==> config.mk <==
export PLATFORM = sky130hd
export DESIGN_NAME = alu_sin_deserializer_flat
export DESIGN_NICKNAME = d
export VERILOG_FILES = /design/src/rtl/alu_sin_deserializer_if.sv /design/src/rtl/alu_sin_deserializer.sv /design/src/flat_wrapper.sv
export SDC_FILE = /design/constraint.sdc
export NUM_CORES = 1
export LEC_CHECK = 0
export CAP_MARGIN = 20
export CORE_ASPECT_RATIO = 0.6
export CORE_UTILIZATION = 56
export DETAILED_ROUTE_END_ITERATION = 7
export PLACE_DENSITY = 0.86
export SLEW_MARGIN = 15
export SYNTH_ARGS = -nofsm -noshare
export SYNTH_HDL_FRONTEND = slang
export SYNTH_SLANG_ARGS = --single-unit
export TNS_END_PERCENT = 10
==> constraint.sdc <==
create_clock -name clk -period 9.3 [get_ports clk]
set_input_delay 1.86 -clock clk [delete_from_list [all_inputs] [get_ports clk]]
set_output_delay 1.86 -clock clk [all_outputs]
set_load 0.03 [all_outputs]
==> src/rtl/alu_sin_deserializer_if.sv <==
`default_nettype none
// ============================================================================
// Module   : alu_sin_deserializer_if
// Brief    : Serial input line and decoded-packet result bus between the
//            serial driver (master) and the receive deserializer (slave).
// Revision : 1.0 - initial release
// ============================================================================
interface alu_sin_deserializer_if;

  logic        sin;        // serial line, idle high
  logic        out_valid;  // one-cycle pulse per decoded packet
  logic [31:0] a;
  logic [31:0] b;
  logic [2:0]  op;
  logic        err_data;
  logic        err_crc;
  logic        err_op;

  // Serial driver side: drives the line and observes decoded results.
  modport master (
    output sin,
    input  out_valid, a, b, op, err_data, err_crc, err_op
  );

  // Deserializer side: samples the line and presents decoded results.
  modport slave (
    input  sin,
    output out_valid, a, b, op, err_data, err_crc, err_op
  );

endinterface
`default_nettype wire

==> src/rtl/alu_sin_deserializer.sv <==
`default_nettype none
// ============================================================================
// Module   : alu_sin_deserializer
// Brief    : Receive-side front end of the serial ALU. Samples sin, decodes
//            11-bit frames (start, ctrl, 8-bit payload, stop), assembles eight
//            data bytes plus one command frame into A, B and op, checks CRC-4,
//            frame count and op legality, and emits one out_valid pulse per
//            packet.
// Revision : 1.0 - initial release
// ============================================================================
module alu_sin_deserializer #(
  parameter int SYNC_STAGES = 0
) (
  input  logic                   clk,
  input  logic                   rst_n,
  alu_sin_deserializer_if.slave  bus
);

  typedef enum logic [1:0] {
    S_IDLE       = 2'd0,
    S_RX         = 2'd1,
    S_FRAME_DONE = 2'd2
  } state_t;

  localparam logic [3:0] C_BITS_AFTER_START = 4'd9;  // ctrl + 8 payload = 9 shifts, then stop
  localparam logic [3:0] C_FRAMES_PER_PKT   = 4'd8;

  state_t      r_state;
  state_t      w_state_nxt;

  logic        w_sin;
  logic        w_start;     // start bit sampled in IDLE
  logic        w_shift;     // ctrl/payload bit sampled in RX
  logic        w_stop;      // stop bit sampled in RX: frame complete this edge

  logic [3:0]  r_bit_cnt;
  logic [8:0]  r_shift;     // {ctrl, payload[7:0]} once the stop bit arrives
  logic [3:0]  r_frame_cnt;
  logic [63:0] r_ab;        // data bytes of the packet in progress, first byte ends at [63:56]

  logic        r_out_valid;
  logic [31:0] r_a;
  logic [31:0] r_b;
  logic [2:0]  r_op;
  logic        r_err_data;
  logic        r_err_crc;
  logic        r_err_op;

  logic [3:0]  w_crc_calc;
  logic        w_op_bad;

  // --------------------------------------------------------------------------
  // Optional input synchroniser on sin
  // --------------------------------------------------------------------------
  generate
    if (SYNC_STAGES == 0) begin : g_sync_bypass
      assign w_sin = bus.sin;
    end else begin : g_sync
      logic [SYNC_STAGES-1:0] r_sync;

      // Delay line on sin; resets idle-high so reset cannot fabricate a start bit.
      always_ff @(posedge clk or negedge rst_n) begin
        if (!rst_n) begin
          r_sync <= '1;
        end else begin
          r_sync[0] <= bus.sin;
          for (int i = 1; i < SYNC_STAGES; i++) begin
            r_sync[i] <= r_sync[i-1];
          end
        end
      end

      assign w_sin = r_sync[SYNC_STAGES-1];
    end
  endgenerate

  // --------------------------------------------------------------------------
  // CRC-4, polynomial x^4 + x + 1, init 0, message processed MSB first
  // --------------------------------------------------------------------------
  function automatic logic [3:0] crc4_calc(input logic [67:0] msg);
    logic [3:0] c;
    logic       fb;
    c = 4'd0;
    for (int i = 67; i >= 0; i--) begin
      fb = c[3] ^ msg[i];
      c  = {c[2:0], 1'b0} ^ {2'b00, fb, fb};
    end
    return c;
  endfunction

  // CRC covers the stored operands, a constant 1 marker bit and the received op.
  assign w_crc_calc = crc4_calc({r_ab, 1'b1, r_shift[6:4]});

  // Flag any op outside AND(000), OR(001), ADD(100), SUB(101).
  always_comb begin
    w_op_bad = 1'b1;
    case (r_shift[6:4])
      3'b000, 3'b001, 3'b100, 3'b101: w_op_bad = 1'b0;
      default:                        w_op_bad = 1'b1;
    endcase
  end

  // --------------------------------------------------------------------------
  // Frame FSM
  // --------------------------------------------------------------------------

  // State register.
  always_ff @(posedge clk or negedge rst_n) begin
    if (!rst_n) begin
      r_state <= S_IDLE;
    end else begin
      r_state <= w_state_nxt;
    end
  end

  // Next state and per-edge strobes for the datapath.
  always_comb begin
    w_state_nxt = r_state;
    w_start     = 1'b0;
    w_shift     = 1'b0;
    w_stop      = 1'b0;
    case (r_state)
      S_IDLE: begin
        if (!w_sin) begin
          w_start     = 1'b1;
          w_state_nxt = S_RX;
        end
      end
      S_RX: begin
        if (r_bit_cnt == 4'd0) begin
          w_stop      = 1'b1;
          w_state_nxt = S_FRAME_DONE;
        end else begin
          w_shift = 1'b1;
        end
      end
      // The frame's result was registered on entry so the pulse is visible
      // during this cycle; the line is ignored here.
      S_FRAME_DONE: w_state_nxt = S_IDLE;
      default:      w_state_nxt = S_IDLE;
    endcase
  end

  // --------------------------------------------------------------------------
  // Datapath: bit shifting, packet assembly and result registers
  // --------------------------------------------------------------------------

  // Frame processing happens on the stop-bit edge so results land in FRAME_DONE.
  always_ff @(posedge clk or negedge rst_n) begin
    if (!rst_n) begin
      r_bit_cnt   <= 4'd0;
      r_shift     <= 9'd0;
      r_frame_cnt <= 4'd0;
      r_ab        <= 64'd0;
      r_out_valid <= 1'b0;
      r_a         <= 32'd0;
      r_b         <= 32'd0;
      r_op        <= 3'd0;
      r_err_data  <= 1'b0;
      r_err_crc   <= 1'b0;
      r_err_op    <= 1'b0;
    end else begin
      r_out_valid <= 1'b0;

      if (w_start) begin
        r_bit_cnt <= C_BITS_AFTER_START;
      end

      if (w_shift) begin
        r_shift   <= {r_shift[7:0], w_sin};
        r_bit_cnt <= r_bit_cnt - 4'd1;
      end

      if (w_stop) begin
        if (!w_sin) begin
          // Framing error: abandon the packet, operands untouched.
          r_out_valid <= 1'b1;
          r_err_data  <= 1'b1;
          r_err_crc   <= 1'b0;
          r_err_op    <= 1'b0;
          r_frame_cnt <= 4'd0;
        end else if (!r_shift[8]) begin
          if (r_frame_cnt == C_FRAMES_PER_PKT) begin
            // Ninth data frame: report and drop it.
            r_out_valid <= 1'b1;
            r_err_data  <= 1'b1;
            r_err_crc   <= 1'b0;
            r_err_op    <= 1'b0;
            r_frame_cnt <= 4'd0;
          end else begin
            // Packets always start at count 0, so shifting places byte n correctly.
            r_ab        <= {r_ab[55:0], r_shift[7:0]};
            r_frame_cnt <= r_frame_cnt + 4'd1;
          end
        end else begin
          r_out_valid <= 1'b1;
          r_frame_cnt <= 4'd0;
          if (r_frame_cnt != C_FRAMES_PER_PKT) begin
            r_err_data <= 1'b1;
            r_err_crc  <= 1'b0;
            r_err_op   <= 1'b0;
          end else begin
            r_err_data <= 1'b0;
            r_err_crc  <= (w_crc_calc != r_shift[3:0]);
            r_err_op   <= w_op_bad;
            r_a        <= r_ab[63:32];
            r_b        <= r_ab[31:0];
            r_op       <= r_shift[6:4];
          end
        end
      end
    end
  end

  assign bus.out_valid = r_out_valid;
  assign bus.a         = r_a;
  assign bus.b         = r_b;
  assign bus.op        = r_op;
  assign bus.err_data  = r_err_data;
  assign bus.err_crc   = r_err_crc;
  assign bus.err_op    = r_err_op;

endmodule
`default_nettype wire

==> src/flat_wrapper.sv <==
// flat-port wrapper written by rule: the top's interface ports become plain ports
module alu_sin_deserializer_flat 
#(
  parameter int SYNC_STAGES = 0
)
  (clk, rst_n, bus_sin, bus_out_valid, bus_a, bus_b, bus_op, bus_err_data, bus_err_crc, bus_err_op);
  alu_sin_deserializer_if bus_i ();
  input  logic clk;
  input  logic rst_n;
  input wire logic [$bits(bus_i.sin)-1:0] bus_sin;
  output wire logic [$bits(bus_i.out_valid)-1:0] bus_out_valid;
  output wire logic [$bits(bus_i.a)-1:0] bus_a;
  output wire logic [$bits(bus_i.b)-1:0] bus_b;
  output wire logic [$bits(bus_i.op)-1:0] bus_op;
  output wire logic [$bits(bus_i.err_data)-1:0] bus_err_data;
  output wire logic [$bits(bus_i.err_crc)-1:0] bus_err_crc;
  output wire logic [$bits(bus_i.err_op)-1:0] bus_err_op;
  assign bus_i.sin = bus_sin;
  assign bus_out_valid = bus_i.out_valid;
  assign bus_a = bus_i.a;
  assign bus_b = bus_i.b;
  assign bus_op = bus_i.op;
  assign bus_err_data = bus_i.err_data;
  assign bus_err_crc = bus_i.err_crc;
  assign bus_err_op = bus_i.err_op;
  alu_sin_deserializer #(.SYNC_STAGES(SYNC_STAGES)) u_core (.clk(clk), .rst_n(rst_n), .bus(bus_i));
endmodule
## After elaboration in Yosys (flattened, before gate mapping)

Cells that the tools add are included.

| operators by class | value |
|---|---|
| add/subtract/negate cells | 2 |
| eq/ne operators | 10 |
| mux-type cells | 30 |
| bitwise logic cells | 136 |
| reduce and logical (&&, ||, !) cells | 9 |

Operator list:

| kind | number |
|---|---|
| XOR 4 x 2 -> 4 bit | 66 |
| XOR 1 bit | 64 |
| two-way mux 1 bit | 22 |
| two-way mux 4 bit | 5 |
| AND reduction 4 bit | 2 |
| equality test 3 bit, second input constant | 2 |
| adder 4 x 1 -> 4 bit, second input constant | 1 |
| equality test 4 bit, second input constant | 1 |
| logical NOT 4 bit | 1 |
| two-way mux 2 bit | 2 |
| inequality test 4 bit | 1 |
| inequality test 4 bit, second input constant | 1 |
| inverter 1 bit | 4 |
| case mux 2 bit (2 select lines) | 1 |
| AND reduction 2 bit | 2 |
| OR reduction 4 bit | 1 |
| subtractor 4 x 1 -> 4 bit, second input constant | 1 |
| equality test 3 x 1 -> 1 bit, second input constant | 1 |
| logical NOT 3 bit | 1 |
| inequality test 3 x 1 -> 1 bit, second input constant | 1 |
| XOR 3 x 2 -> 3 bit | 1 |
| equality test 2 x 1 -> 1 bit, second input constant | 1 |
| logical NOT 2 bit | 1 |
| inequality test 2 x 1 -> 1 bit, second input constant | 1 |
| other kinds (3) | 3 |

| word-level totals | value |
|---|---|
| bits in registers | 154 |
| bits of input ports | 3 |

## Depth between registers and ports, before layout

Gate-level depths: netlist of the first run.

| logic depth | value |
|---|---|
| word-level depth | 136 |
| gate-level depth with buffers | 11 |

## Least setup slack after synthesis of the first run

No wires, ideal clock.

| timing path | value |
|---|---|
| path type | reg2reg |
| start point | register u_core.r_ab[51] |
| end point | register u_core.r_err_crc (netlist: u_core.bus.err_crc) |
| arrival time | 3277 ps |
| slack | 5896 ps |
| cell stages (with the launch flop) | 11 |
| path buffers | 0 |
| clock period less this slack | 3404 ps |
| cells stage by stage | dfrtp_1 xnor2_1 xnor3_2 xnor2_2 xnor3_2 xnor2_1 xnor2_1 xnor3_2 or3_2 a21oi_2 o31ai_1 |

| on the way | value |
|---|---|
| longest elaborated chain between the ends | 79 |

Ends and longest elaborated chain:

| item | line | source |
|---|---|---|
| from (decl) | alu_sin_deserializer.sv:39 | `logic [63:0] r_ab;` |
| from (signal assigned) | alu_sin_deserializer.sv:192 | `r_ab <= {r_ab[55:0], r_shift[7:0]};` |
| XOR 1 bit * | alu_sin_deserializer.sv:85 | `fb = c[3] ^ msg[i];` |
| XOR 4 x 2 -> 4 bit * (3 in a row) | alu_sin_deserializer.sv:86 | `c = {c[2:0], 1'b0} ^ {2'b00, fb, fb};` |
| XOR 1 bit / XOR 4 x 2 -> 4 bit (equally long branches) | alu_sin_deserializer.sv:85, alu_sin_deserializer.sv:86 |  |
| XOR 4 x 2 -> 4 bit * (3 in a row) | alu_sin_deserializer.sv:86 |  |
| XOR 1 bit / XOR 4 x 2 -> 4 bit (equally long branches) | alu_sin_deserializer.sv:85, alu_sin_deserializer.sv:86 |  |
| XOR 4 x 2 -> 4 bit * (3 in a row) | alu_sin_deserializer.sv:86 |  |
| XOR 1 bit / XOR 4 x 2 -> 4 bit (equally long branches) | alu_sin_deserializer.sv:85, alu_sin_deserializer.sv:86 |  |
| XOR 4 x 2 -> 4 bit * (3 in a row) | alu_sin_deserializer.sv:86 |  |
| (+52 left out) | n/a |  |
| XOR 1 bit / XOR 4 x 2 -> 4 bit (equally long branches) | alu_sin_deserializer.sv:85, alu_sin_deserializer.sv:86 |  |
| XOR 4 x 2 -> 4 bit * (4 in a row) | alu_sin_deserializer.sv:86 |  |
| XOR 1 bit / XOR 4 x 2 -> 4 bit (equally long branches) | alu_sin_deserializer.sv:85, alu_sin_deserializer.sv:86 |  |
| XOR 4 x 2 -> 4 bit * | alu_sin_deserializer.sv:86 |  |
| inequality test 4 bit * | alu_sin_deserializer.sv:204 | `r_err_crc <= (w_crc_calc != r_shift[3:0]);` |
| two-way mux 1 bit * | alu_sin_deserializer.sv:198 | `if (r_frame_cnt != C_FRAMES_PER_PKT) begin` |
| two-way mux 1 bit * | alu_sin_deserializer.sv:182 | `end else if (!r_shift[8]) begin` |
| two-way mux 1 bit * | alu_sin_deserializer.sv:175 | `if (!w_sin) begin` |
| to (signal assigned) | alu_sin_deserializer.sv:204 |  |
| to (decl) | alu_sin_deserializer.sv:46 | `logic r_err_crc;` |

Mark *: on every way between the ends. The rest lies on a longest branch, timed or not.
A chain may end at the register's enable or synchronous reset.

## Worst setup path after layout of the first run

Same ends and word-level chain as after synthesis.

==> impl_metrics.tcl, run 1 <==
set metrics [dict create \
    worst-path-max-fanout 5 \
    ioPinCount 74 \
    hp-class "reg2reg" \
    wirelength_mm 14.5 \
    path_class "reg2reg" \
    drive_above_1_share_pct 32.9 \
    worstPathArrival_ns 4.05 \
    chipHeight_um 89.1 \
    multiInputGateArea_mm2 0.00314 \
    nNetsFinal 577 \
    rsz0062_at_grt "false" \
    nFillCells 805 \
    grt_pass1_wl_mm 23.3 \
    place_congestion 0.842 \
    powerDensity_mw_per_mm2 252 \
    final-seq-area_mm2 0.00385 \
    period_needed_ns 3.76 \
    mostFrequentLayoutCell "dfrtp_1" \
    cts_setup_buffers 0 \
    worst_pin_slew_ns 0.897 \
    antenna_left 0 \
    first_pass_iters 4 \
    clock_sinks 154 \
    setup_viol 0 \
    finalSetupTns_ns 0 \
    syn2layout_area_growth_pct 21.4 \
    hold_depth 1 \
    ctsLongestPathBuffers 2 \
    crit_buf_inv 0 \
    slew_violations 0 \
    syn_area_mm2 0.00708 \
    synthTopCellsByArea "dfrtp_1 54%, mux2_2 22%, xnor2_1 10%" \
    fin_area_mm2 0.00859 \
    drv_cap 0 \
    numCtsBuffers 17 \
    die_area_mm2 0.0131 \
    power.leakage_uw 0.00411 \
    coreArea_mm2 0.0122 \
    syn_inst 488 \
    yosys_register_bits 154 \
    ir_drop_uv 207 \
    yosys.area.top_type "dfrtp_1" \
    grt_pass1_vias 4139 \
    rr_worst_depth 10 \
    cp-start-kind "flop" \
    drt-vias-per-instance 5.50 \
    seq_area_frac_synth_pct 54.4 \
    ys.flop_type "dfrtp_1" \
    worst_path_max_delay_cell "xnor3_2" \
    status "finished, final reports clean" \
    ctsRootBufferMaster "clkbuf_16" \
    cts_tree "built" \
    yosys_warnings 0 \
    rrSetupSlack_ns 5.54 \
    wl_per_cell_um 19.4 \
    r2r_end "u_core.bus.err_crc" \
    crit_path_end_kind "flop" \
    fmax_mhz 266 \
    slowest_delay_ns 0.51 \
    cp.required_ns 9.59 \
    path_clk_slew_ns 0.06 \
    finalClockSkew_ns 0.00910 \
    syn-num-nets 495 \
    n_antenna_cell 0 \
    hold-path-endpoint "u_core.bus.a[18]" \
    synth_edf_count 0 \
    die_x_um 147 \
    rows 31 \
    portBuffers 73 \
    vias 4117 \
    synth_cell_types 39 \
    initial_core_util_pct 58.1 \
    netlist.area_leader.share_pct 54.4 \
    drtIter0Drc 231 \
    cts-resized-gates 0 \
    antenna_found_initial 0 \
    grt_overflow 0 \
    track_usage_pct 24.0 \
    postSynthAreaPerCell_um2 14.5 \
    ctsHoldBuffers 0 \
    hold_viol 0 \
    dpl-instance-area_mm2 0.00798 \
    r2r-start "u_core.r_ab[51]" \
    async_flop_share_pct 100 \
    clk_latency_ns 0.42 \
    path_cells "xnor2_1 -> xnor3_2 -> xnor2_2 -> xnor3_2 -> xnor2_1 -> xnor2_1 -> xnor3_2 -> or3_1 -> a211oi_1 -> o31ai_1" \
    cpLargestDelayFamily "XOR/XNOR gates" \
    drc 0 \
    slew_headroom_pct 40.2 \
    period_share_pct 40.4 \
    grt_max_degree 87 \
    detailed_place_hpwl_mm 9.51 \
    layout_common_cells "154 x dfrtp_1, 140 x mux2_2, 84 x xnor2_1" \
    htreeDepth 4 \
    min-delay-start "u_core.bus.a[18]" \
]
[sequential cells by signal (all words and copies together) (netlist names)]
register / count
u_core.r_state: 2
u_core.r_frame_cnt: 4
u_core.bus.out_valid: 1
u_core.bus.err_crc: 1
u_core.bus.b: 32
u_core.bus.a: 32
u_core.r_shift: 9
u_core.bus.err_op: 1
u_core.bus.err_data: 1
u_core.bus.op: 3
u_core.r_ab: 64
u_core.r_bit_cnt: 4
[worst register-to-register path, delay by kind of cell (launching register included)]
family                    cells  cell delay [ns]
and+or+nand+nor               1             0.38
DFF                           1             0.48
xor gates and xnor gates      7             2.44
AOI/OAI and AO/OA             2             0.32
[worst max-delay path by stage]
stage	start	cells after the start	slack, ns	endpoint
floorplan	u_core.r_ab[51]	10	5.90	u_core.bus.err_crc
CTS	u_core.r_ab[51]	10	5.52	u_core.bus.err_crc
global placement	bus_sin	5	5.48	u_core.r_ab[36]
finish	u_core.r_ab[51]	10	5.54	u_core.bus.err_crc
detailed placement	bus_sin	5	5.38	u_core.r_ab[36]
global route	u_core.r_ab[51]	10	5.33	u_core.bus.err_crc
[cell families after synthesis]
group / Yosys count / synth area share [%]
flip-flops: 154 / 54.4
multiplexers: 140 / 22.3
XOR/XNOR: 114 / 17.1
AND/OR/NAND/NOR: 35 / 2.51
buffers and inverters: 21 / 1.24
AO/OA/AOI/OAI: 20 / 1.77
adder cells (fa/ha/maj): 4 / 0.707
[layout make-up]
class,count,area share [%]
Sequential cell,154,44.9
Tap cell,165,2.40
Timing Repair Buffer,78,9.19
Clock inverter,12,1.44
Multi-Input combinational cell,313,36.5
Inverter,6,0.262
Clock buffer,20,5.32
[metrics by stage]
stage / hold slack [ns] / instances / setup slack [ns] / total power (uW) / utilization [%]
CTS: 0.492 / 747 / 5.52 / 2170 / 70.3
global route: 0.517 / 748 / 5.33 / 2260 / 70.5
finish: 0.501 / 748 / 5.54 / 2160 / 70.5
floorplan: 0.451 / 488 / 5.90 / 1320 / -
detailed placement: 0.478 / 715 / 5.38 / 1480 / 65.6
global placement: 0.472 / 715 / 5.48 / 1440 / 65.6
[metal layers]
metal | share of wire, % | global-route usage [%] | up-vias
met2 | 43 | 35.7 | 119
met4 | 1.3 | 7.97 | 0
li1 | - | - | 1851
met5 | 0 | 0 | -
met3 | 4.2 | 4.95 | 22
met1 | 51 | 35.4 | 2125
[power breakdown]
group / internal, uW / total [uW] / leakage, uW / switching (uW)
Clock: 407 / 680 / 0.000289 / 273
Combinational: 321 / 639 / 0.00172 / 318
Sequential: 745 / 842 / 0.00210 / 97.6
Total: 1470 / 2160 / 0.00411 / 689
[synth_stat cells (2+ instances only)]
master    number
a21oi_1        3
dfrtp_1      154
xnor2_2        3
clkbuf_1      13
xnor2_1       84
xor2_1        15
nand3_1        3
nand2_1       10
mux2_2       140
or3_1          2
nor2_1         7
ha_1           4
nor3_1         3
xnor3_2        4
o21a_1         2
inv_1          5
xnor2_4        2
xnor3_1        4
o21ai_0        8
nor3b_1        2
nand2b_1       2
Power figures use the tool's default switching activity.
==> inputs of run 2 (changes only) <==
--- a/config.mk
+++ b/config.mk
@@ -7,9 +7,9 @@
 export LEC_CHECK = 0
 export CAP_MARGIN = 20
 export CORE_ASPECT_RATIO = 0.6
-export CORE_UTILIZATION = 56
+export CORE_UTILIZATION = 51
 export DETAILED_ROUTE_END_ITERATION = 7
-export PLACE_DENSITY = 0.86
+export PLACE_DENSITY = 0.83
 export SLEW_MARGIN = 15
 export SYNTH_ARGS = -nofsm -noshare
 export SYNTH_HDL_FRONTEND = slang
==> constraint.sdc (replaced) <==
create_clock -name clk -period 3.3 [get_ports clk]
set_input_delay 0.66 -clock clk [delete_from_list [all_inputs] [get_ports clk]]
set_output_delay 0.66 -clock clk [all_outputs]
set_load 0.03 [all_outputs]
==> run 2 against run 1 <==
  * Hold slack worse by 0.24 ns
  * Worst setup slack worse by 5.5 ns
  * Largest power group unchanged
  * Utilization down 2.9 points
  * Critical path depth unchanged
  * Combinational power rose to 3.2 times the previous value
  * Sequential share of layout area down 1.6 points
  * Clock power rose to 3.1 times the previous value
  * Flip-flop and latch count unchanged
  * Count of clock-buffer cells in the layout unchanged
  * Clock skew up 0.0018 ns
  * Largest cell class unchanged
  * Critical endpoint unchanged
  * Via count up 2.5%
  * Die area up 9.6%
==> impl_metrics.tcl, run 2 (synthesis gave the netlist of run 1 again) <==
set metrics [dict create \
    crit_path_end_kind "flop" \
    vias 4219 \
    worstPathArrival_ns 3.55 \
    nNetsFinal 605 \
    drc 0 \
    path_cells "xnor2_2 -> xnor3_1 -> xor3_2 -> xnor2_4 -> xnor2_1 -> xnor2_1 -> xnor3_2 -> or3_1 -> a211oi_2 -> o31ai_1" \
    initial_core_util_pct 53.7 \
    htreeDepth 4 \
    portBuffers 73 \
    hold_viol 0 \
    first_pass_iters 4 \
    crit_buf_inv 0 \
    rows 32 \
    ctsRootBufferMaster "clkbuf_16" \
    path_class "reg2reg" \
    drt-vias-per-instance 5.41 \
    chipHeight_um 93.3 \
    cpLargestDelayFamily "XOR/XNOR gates" \
    layout_common_cells "152 x dfrtp_1, 140 x mux2_2, 79 x xnor2_1" \
    drive_above_1_share_pct 37.2 \
    ctsHoldBuffers 0 \
    grt_max_degree 72 \
    nFillCells 908 \
    r2r-start "u_core.r_ab[43]" \
    dp_cells 742 \
    antenna_found_initial 0 \
    clk_latency_ns 0.42 \
    cpMostUsedCell "xnor2_1" \
    finalSetupTns_ns 0 \
    ctsLongestPathBuffers 2 \
    rr_worst_depth 10 \
    setup_ws_ns 0.0519 \
    worst-path-max-fanout 4 \
    wirelength_mm 14.9 \
    grt_pass1_vias 4301 \
    crit_start "u_core.r_ab[43]" \
    clock_sinks 154 \
    largest_reg_flops 64 \
    wl_per_cell_um 19.1 \
    slew_violations 0 \
    fmax_mhz 308 \
    period_share_pct 98.4 \
    drv_cap 0 \
    mostFrequentLayoutCell "dfrtp_1" \
    holdWs_ns 0.257 \
    pre_cts_slack_ns -0.114 \
    ioPinCount 74 \
    track_usage_pct 22.3 \
    rsz0062_at_grt "true" \
    cp.required_ns 3.60 \
    grt_pass1_wl_mm 23.8 \
    hp-class "in2async" \
    finalClockSkew_ns 0.0109 \
    detailed_place_hpwl_mm 10.0 \
    coreArea_mm2 0.0132 \
    numCtsBuffers 17 \
    slowest_delay_ns 0.47 \
    fin_util_pct 67.7 \
    powerDensity_mw_per_mm2 730 \
    path_clk_slew_ns 0.06 \
    path_depth 10 \
    status "finished, final reports clean" \
    grt_overflow 0 \
    multiInputGateArea_mm2 0.00318 \
    r2r_end "u_core.bus.err_crc" \
    die_area_mm2 0.0144 \
    cp-start-kind "flop" \
    final-seq-area_mm2 0.00386 \
    drtIter0Drc 220 \
    cts_tree "built" \
    slew_headroom_pct 55.2 \
    worst_path_max_delay_cell "xor3_2" \
    ir_drop_uv 467 \
    die_x_um 154 \
    power.leakage_uw 0.00428 \
    period_needed_ns 3.25 \
    worst_pin_slew_ns 0.672 \
    place_congestion 0.803 \
    n_antenna_cell 0 \
    antenna_left 0 \
    rrSetupSlack_ns 0.05 \
    syn2layout_area_growth_pct 26.0 \
    final_cells 780 \
    largest-register "u_core.r_ab" \
    setup_viol 0 \
    setup.worst_path.end "u_core.bus.err_crc" \
]
run 2: cell count changes in the layout (fill, tap and decap cells not counted), moves of 3 or more:
cell | previous run | this run
buf_4 | 4 | 30
xnor2_1 | 84 | 79
xnor2_2 | 3 | 8
buf_12 | 0 | 3
clkinv_2 | 6 | 3
run 2: where the power goes:
group | leakage [uW] | total [uW] | internal, uW | switching, uW
Sequential | 0.00210 | 2360 | 2100 | 259
Combinational | 0.00188 | 2070 | 1080 | 992
Clock | 0.000302 | 2080 | 1300 | 780
run 2: final cells by class:
| type | instances | area share, % |
|---|---|---|
| Clock buffer | 20 | 5.12 |
| Timing Repair Buffer | 106 | 11.4 |
| Sequential cell | 154 | 43.3 |
| Tap cell | 170 | 2.39 |
| Multi-Input combinational cell | 313 | 35.7 |
| Clock inverter | 11 | 1.88 |
| Inverter | 6 | 0.253 |
run 2: routing by layer:
layer	part of all wire [%]	global-route usage, %	vias up
li1	-	-	1899
met1	50	33.6	2183
met2	43	31.7	121
met3	5.6	5.10	16
met4	1.2	7.67	0
met5	0	0	-
run 2: worst min-delay path by stage:
| stage | to | slack (ns) |
|---|---|---|
| detailed placement | u_core.r_bit_cnt[3] | 0.48 |
| floorplan | u_core.bus.a[0] | 0.36 |
| global placement | u_core.r_bit_cnt[3] | 0.47 |
| global route | u_core.bus.a[22] | 0.30 |
| finish | u_core.bus.a[22] | 0.26 |
| CTS | u_core.bus.a[22] | 0.27 |
run 2: per-stage QoR:
stage | power, uW | area (um^2)
CTS | 6430 | 8820
finish | 6510 | 8910
global placement | 4190 | 8190
detailed placement | 4340 | 8190
global route | 6800 | 8910
floorplan | 3730 | 7080
run 2: timing repair:
item                                    CTS  global route
endpoints found under the setup margin    1             1
resized for setup                         1             7
endpoints found under the hold margin     0             0
pin swaps                                 2             4
setup buffers                             0             7
